[src/rtl/ecc_scrub_ctrl.sv]
// Background SECDED scrubber: walks one cache data array, rewrites corrected
// words, logs uncorrectable ones and yields the array port to demand traffic.
module ecc_scrub_ctrl #(
  parameter int ADDR_W   = 10,
  parameter int DEPTH    = 1024,
  parameter int INTERVAL = 256
) (
  input  logic              clk,
  input  logic              rst,
  input  logic              EN,
  input  logic              DEM_BUSY,
  input  logic              DEM_WE,
  input  logic [ADDR_W-1:0] DEM_ADDR,
  output logic              MEM_REQ,
  output logic              MEM_WE,
  output logic [ADDR_W-1:0] MEM_ADDR,
  output logic [71:0]       MEM_WDATA,
  input  logic [71:0]       MEM_RDATA,
  output logic [71:0]       DEC_IN,
  input  logic [71:0]       DEC_OUT,
  input  logic [7:0]        DEC_SYN,
  input  logic              DEC_SGL,
  input  logic              DEC_DBL,
  output logic [15:0]       CE_CNT,
  output logic [15:0]       UE_CNT,
  output logic [ADDR_W-1:0] UE_ADDR,
  output logic [7:0]        UE_SYN,
  output logic              UE_IRQ,
  input  logic              IRQ_CLR,
  output logic              PASS_DONE
);

  typedef enum logic [2:0] {IDLE, RD, CHK, WB, NEXT} state_e;

  localparam int                CNT_W     = (INTERVAL > 1) ? $clog2(INTERVAL) : 1;
  localparam logic [CNT_W-1:0]  CNT_LAST  = CNT_W'(INTERVAL - 1);
  localparam logic [ADDR_W-1:0] ADDR_LAST = ADDR_W'(DEPTH - 1);

  state_e              state_q, state_d;
  logic [ADDR_W-1:0]   addr_q, addr_d;
  logic [CNT_W-1:0]    cnt_q, cnt_d;
  logic [71:0]         wb_q, wb_d;
  logic [15:0]         ce_q, ce_d;
  logic [15:0]         ue_q, ue_d;
  logic [ADDR_W-1:0]   ue_addr_q, ue_addr_d;
  logic [7:0]          ue_syn_q, ue_syn_d;
  logic                irq_q, irq_d;
  logic                pass_q, pass_d;
  logic                stale;
  logic                ue_set;

  function automatic logic [15:0] sat_inc(input logic [15:0] v);
    return (v == 16'hFFFF) ? v : v + 16'd1;
  endfunction

  // A demand write to the word being scrubbed makes the corrected copy stale.
  assign stale  = DEM_WE && (DEM_ADDR == addr_q);
  assign ue_set = (state_q == CHK) && !DEC_SGL && DEC_DBL;

  always_ff @(posedge clk) begin
    if (rst) begin
      state_q   <= IDLE;
      addr_q    <= '0;
      cnt_q     <= '0;
      wb_q      <= '0;
      ce_q      <= '0;
      ue_q      <= '0;
      ue_addr_q <= '0;
      ue_syn_q  <= '0;
      irq_q     <= 1'b0;
      pass_q    <= 1'b0;
    end else begin
      state_q   <= state_d;
      addr_q    <= addr_d;
      cnt_q     <= cnt_d;
      wb_q      <= wb_d;
      ce_q      <= ce_d;
      ue_q      <= ue_d;
      ue_addr_q <= ue_addr_d;
      ue_syn_q  <= ue_syn_d;
      irq_q     <= irq_d;
      pass_q    <= pass_d;
    end
  end

  always_comb begin
    state_d   = state_q;
    addr_d    = addr_q;
    cnt_d     = cnt_q;
    wb_d      = wb_q;
    ce_d      = ce_q;
    ue_d      = ue_q;
    ue_addr_d = ue_addr_q;
    ue_syn_d  = ue_syn_q;
    pass_d    = 1'b0;
    case (state_q)
      IDLE: begin
        if (!EN) begin
          cnt_d = '0;
        end else if (cnt_q == CNT_LAST) begin
          cnt_d   = '0;
          state_d = RD;
        end else begin
          cnt_d = cnt_q + CNT_W'(1);
        end
      end
      RD: begin
        if (!DEM_BUSY) state_d = CHK;
      end
      CHK: begin
        if (DEC_SGL) begin
          ce_d    = sat_inc(ce_q);
          wb_d    = DEC_OUT;
          state_d = stale ? NEXT : WB;
        end else if (DEC_DBL) begin
          ue_d      = sat_inc(ue_q);
          ue_addr_d = addr_q;
          ue_syn_d  = DEC_SYN;
          state_d   = NEXT;
        end else begin
          state_d = NEXT;
        end
      end
      WB: begin
        if (stale || !DEM_BUSY) state_d = NEXT;
      end
      NEXT: begin
        if (addr_q == ADDR_LAST) begin
          addr_d = '0;
          pass_d = 1'b1;
        end else begin
          addr_d = addr_q + ADDR_W'(1);
        end
        state_d = IDLE;
      end
      default: state_d = IDLE;
    endcase
  end

  // A fresh UE outranks a simultaneous clear so no event is lost.
  always_comb begin
    irq_d = irq_q;
    if (ue_set)       irq_d = 1'b1;
    else if (IRQ_CLR) irq_d = 1'b0;
  end

  always_comb begin
    MEM_REQ = 1'b0;
    MEM_WE  = 1'b0;
    case (state_q)
      RD: MEM_REQ = !DEM_BUSY;
      WB: begin
        if (!DEM_BUSY && !stale) begin
          MEM_REQ = 1'b1;
          MEM_WE  = 1'b1;
        end
      end
      default: ;
    endcase
  end

  assign MEM_ADDR  = addr_q;
  assign MEM_WDATA = wb_q;
  assign DEC_IN    = MEM_RDATA;
  assign CE_CNT    = ce_q;
  assign UE_CNT    = ue_q;
  assign UE_ADDR   = ue_addr_q;
  assign UE_SYN    = ue_syn_q;
  assign UE_IRQ    = irq_q;
  assign PASS_DONE = pass_q;

endmodule

[config.mk]
export PLATFORM = sky130hd
export DESIGN_NAME = ecc_scrub_ctrl
export DESIGN_NICKNAME = d
export VERILOG_FILES = /design/src/rtl/ecc_scrub_ctrl.sv
export SDC_FILE = /design/constraint.sdc
export NUM_CORES = 1
export LEC_CHECK = 0
export CORE_AREA = 2 2 146 148
export CTS_CLUSTER_SIZE = 30
export DETAILED_ROUTE_END_ITERATION = 7
export DIE_AREA = 0 0 148 150
export PLACE_DENSITY = 0.78
export SYNTH_ARGS = -nofsm -noshare
export SYNTH_HDL_FRONTEND = slang
export SYNTH_SLANG_ARGS = --single-unit
[constraint.sdc]
create_clock -name clk -period 2.05 [get_ports clk]
set_input_delay 0.41 -clock clk [delete_from_list [all_inputs] [get_ports clk]]
set_output_delay 0.41 -clock clk [all_outputs]
set_load 0.01 [all_outputs]
* After elaboration in Yosys (flattened, before gate mapping) *
Index checks and enable logic that the tools add are counted.

cells by class
  add/sub/neg operators = 4
  equal/unequal tests = 13
  multiplexer cells = 16
  bitwise logic cells = 4
  reductions and logical operators = 16

operator list
  cell                                                             number
  16-bit by 1-bit adder with 16-bit output, second input constant  2
  16-bit == test, second input constant                            2
  3-bit 2-to-1 mux                                                 6
  8-bit 2-to-1 mux                                                 2
  3-bit one-hot mux with 4 select lines                            1
  10-bit by 1-bit adder with 10-bit output, second input constant  1
  10-bit == test                                                   1
  10-bit == test, second input constant                            1
  10-bit 2-to-1 mux                                                1
  8-bit by 1-bit adder with 8-bit output, second input constant    1
  8-bit == test, second input constant                             1
  2-bit != test, second input constant                             4
  4-bit AND reduction                                              2
  3-bit by 2-bit == test with 1-bit output, second input constant  2
  3-bit AND reduction                                              2
  1-bit 2-to-1 mux                                                 5
  1-bit logical AND                                                4
  1-bit NOT                                                        4
  3-bit by 1-bit == test with 1-bit output, second input constant  1
  3-bit == test, second input constant                             1
  1-bit zero test                                                  3
  3-bit zero test                                                  1
  1-bit one-hot mux with 2 select lines                            1
  2-bit AND reduction                                              1
  3 further kinds                                                  3

storage, ports and cells
  bits in registers = 145
  bits of input ports = 170
  output and inout port bits = 208
  word-level logic and storage cells = 63

* Depth between registers and ports, before layout *
  word-level depth = 6
  mapped depth = 7
  gate-level depth less buffers = 5

* Worst setup path after synthesis *
Ideal clock, no wire load.

  kind = flip-flop to flip-flop
  start = register ue_q[0] (netlist: UE_CNT[0])
  end = register ue_q[11] (netlist: UE_CNT[11])
  setup time = 0.123 ns
  arrival time = 1.748 ns
  data required time = 1.927 ns
  setup slack = 0.179 ns
  stages on the path, launching flop included = 7
  path buffers = 1
  period minus slack after synthesis = 1.871 ns
  cell sequence = dfxtp_1 ha_1 and3_1 and4b_1 clkbuf_1 nor4b_1 mux2_1

on the way
  word-level cells in the longest chain between the ends = 3
  elaborated cells on any way between the ends = 4
  classes of those cells = add/sub: 1; eq/ne: 1; bitwise: 1; reduce/logical: 1

RTL lines
  item                                                                              line  text
  from (decl)                                                                       44    logic [15:0] ue_q, ue_d;
  from (signal assigned)                                                            78    ue_q <= ue_d;
  branches (longest 3 deep; another with 16-bit by 1-bit adder with 16-bit output)  --

Several ways; the timed one is not identified.
A chain may end at the register's enable or synchronous reset.

* Worst setup path after layout *
  start = register addr_q[9] (netlist: MEM_ADDR[9])
  end = output port MEM_REQ

on the way
  word-level cells in the longest chain between the ends = 6

RTL lines
  item                                   line  text
  from (decl)                            40    logic [ADDR_W-1:0] addr_q, addr_d;
  from (signal assigned)                 74    addr_q <= addr_d;
  10-bit == test                         57    assign stale = DEM_WE && (DEM_ADDR == addr_q);
  1-bit logical AND                      57
  1-bit zero test                        153   if (!DEM_BUSY && !stale) begin
  1-bit logical AND                      153
  1-bit 2-to-1 mux                       153
  1-bit one-hot mux with 2 select lines  150   case (state_q)
  to (decl)                              14    output logic MEM_REQ,

Every way passes these cells.

==> summary.txt <==
Status
  • Status: complete, but fails checks
  • Failing checks: negative setup slack

Synth
  • Yosys reg bits: roughly 150
  • Yosys warning count: 0
  • Synth top area cells: dfxtp_1 (44%), nand2_1 (11%), a21oi_1 (9.1%)
  • Mapped Cells: about 800
  • Cell taking the most area after synthesis: dfxtp_1
  • Async set or reset register ratio after synthesis: 0%
  • Syn nets: between 900 and 1,000
  • Average size of a mapped cell: about 8.1 sq um
  • Share of the synthesized area in the top cell type: ~44%
  • Share of the yosys chip area belonging to registers: between 40% and 50%
  • Number of synthesized flops with an enable pin: 0
  • Mapped Area: around 6600 sq um
  • Dominant synthesized flop cell: dfxtp_1
  • Synth unique cells: 56

Power
  • Worst VDD drop: just over 500 uV
  • Pleak: roughly 3.3 nW
  • Pwr/cell area: 637.8 nW/um^2
  • Final Total Pwr: ~6.2 mW

STA
  • Final WS setup: -0.08302 ns
  • Unrepaired setup endpoints after global routing: yes
  • Fin. max-slew vios: 0
  • Slew headroom: between 50% and 60%
  • Hold Vio Cnt, Final: 0
  • Final setup fails: 2
  • Highest clock rate: 0.4688 GHz
  • Ratio of final minimum period to clock period: 104.0%
  • Setup Skew: between 0.01 and 0.015 ns
  • Pin slew with the least headroom to its limit: between 0.6 and 0.7 ns
  • Fin Setup TNS: -0.1524 ns
  • Fin crit period: 2.133 ns

Worst setup path
  • Critical path fanouts, max: 3
  • Worst Path Arrival: between 1.5 and 2 ns
  • CP required: roughly 1.6 ns
  • CP Launch Type: register
  • CP endpoint kind: primary output
  • Crit Path Category: reg2out

Clock network
  • CTS Hold Bufs: 0
  • Max H-tree Level: 4
  • Clock Tree Root: clkbuf_16
  • Clock Path Buffers: 2
  • Clk Latency, worst-skew pair: between 0.4 and 0.5 ns
  • Register clock-pin slew on the reported worst setup and hold paths: 0.06 ns
  • CTS tree: built
  • TritonCTS buffer count: 17
  • CTS sink count: between 100 and 150

Final layout
  • Final std cell area, no fill: about 10000 sq um
  • Layout Nets: approximately 1,200
  • Commonest non-fill, non-tap cells in the layout: clkdlybuf4s50_1 (220), nand2_1 (200), dfxtp_1 (138)
  • Commonest non-fill, non-tap cell in the layout: clkdlybuf4s50_1
  • Ant. Diodes: 0
  • Share of cells above drive strength 1: 12.81%
  • Fillcell total: 1,950
  • Area grow syn2layout: 47.69%
  • Final Util: 47.06%

Flow run
  • MaxCap Viol Count: 0

Detailed routing
  • WL per Instance: ~14 um
  • Routed wire length: 18.75 mm
  • Antenna-violating nets left: 0
  • DR DRC count: 0
  • Vias: between 6,000 and 7,000
  • Via/cell ratio: about 4.8
  • Pre-antenna DRT Iters: 4
  • Drt initial violations: approximately 300

Die
  • IO Count: 378
  • Starting Density: between 30% and 40%
  • Die Span Y: 150 um
  • # rows: 53
  • Chip Width: 148 um
  • Core area: roughly 21,000 sq um
  • Die ar.: approximately 22,000 sq um

Global routing
  • GRT Total Usage: between 10% and 20%
  • Grt total ovfl: 0
  • Pin count of the biggest net entering global routing: 70
  • Initial antenna violation count: 0
  • Vias in the first global route: roughly 6,000
  • First-pass GRT wire length: about 29 mm

Place
  • Dpl ws: -0.4406 ns
  • Area post-placement: roughly 9000 sq um
  • Number of port buffers: approximately 230
  • GP Congestion: between 0.8 and 0.9
  • HPWL after DPL: between 10 and 15 mm

Hold path
  • Hold crit path type: reg2reg
## critical path: stages, from the launching register on
cell	delay, ns
dfxtp_2	0.33
xnor2_1	0.18
nand4_1	0.18
nor3_2	0.26
buf_4	0.17
a21oi_2	0.05
buf_2	0.14
## report_power, final
group	total [mW]	internal (mW)	switching (mW)
Combinational	0.305	0.199	0.106
Clock	3.09	1.79	1.29
Sequential	2.82	2.82	0.00200
Total	6.21	4.81	1.40
## synthesized netlist by cell type (2+ instances only)
master,instances
o31ai_1,15
clkbuf_1,41
mux2_1,2
buf_6,2
nand2_1,200
a21oi_1,120
buf_1,2
mux2i_1,4
nand3_1,23
a311oi_1,2
a31oi_1,3
o21ai_0,12
inv_1,11
buf_2,3
or4b_1,2
xnor2_1,12
nor2_1,25
nand4_2,3
nor4_1,4
dfxtp_1,145
buf_4,72
a211oi_1,4
and3_1,6
nor2b_1,7
nor3b_1,2
and4bb_2,2
ha_1,4
or3_1,9
mux2_2,6
nor4b_1,2
xor2_1,7
and2_1,4
nand2b_1,3
or4_1,13
nor3_1,9
nand4_1,10
and4_1,6
nand3b_1,2
## per-stage QoR
step,hold WS [ns],std cells
3_3_place_gp,0.4406,1255
6_report,0.4509,1298
3_5_place_dp,0.4457,1255
5_1_grt,0.4696,1298
2_1_floorplan,0.4579,817
4_1_cts,0.4541,1300
## repair_timing
action	4_1_cts	5_1_grt
resized for setup	19	24
setup buffers	13	0
endpoints found under the setup margin	2	8
endpoints found under the hold margin	0	0
pin swaps	11	12
## sequential cells by signal, indices dropped and copies added (netlist names)
signal,cells
MEM_ADDR,10
cnt_q,8
UE_CNT,16
PASS_DONE,1
CE_CNT,16
UE_ADDR,10
UE_SYN,8
state_q,3
MEM_WDATA,72
UE_IRQ,1
## layer usage
layer,up-vias,GRT usage (%),part of all wire (%)
li1,3115,-,-
met1,2911,19.33,42
met2,187,26.37,48
met3,58,5.152,6.5
met4,0,8.286,3.4
met5,-,0,0
## final cells by class
cell class              instances  area [sq um]  area share [%]
clock buffers                  20         466.7           4.793
clock inverters                12         122.6           1.259
inverters                      11         41.29          0.4241
multi-input cells             541          3018           30.99
flip-flops and latches        145          2914           29.93
well taps                     275         344.1           3.534
repair buffers                294          2830           29.07
## worst paths after layout
check                                    from            end  slack, ns  cells after the start
worst max-delay path              MEM_ADDR[9]        MEM_REQ      -0.08                      6
worst min-delay path            MEM_WDATA[52]  MEM_WDATA[52]       0.45                      2
worst max register to register    MEM_ADDR[1]     state_q[1]       0.09                     11
worst min register to register  MEM_WDATA[52]  MEM_WDATA[52]       0.45                      2
## logic make-up after synthesis
group                    Yosys count  share of synthesized area [%]
multiplexers                      12                          1.974
buffers and inverters            131                          11.84
adder cells (fa/ha/maj)            4                         0.7592
AND/OR/NAND/NOR                  341                          24.98
flip-flops                       145                          44.03
XOR/XNOR                          19                          2.524
AO/OA/AOI/OAI                    165                          13.89
Power figures use the tool's default switching activity.
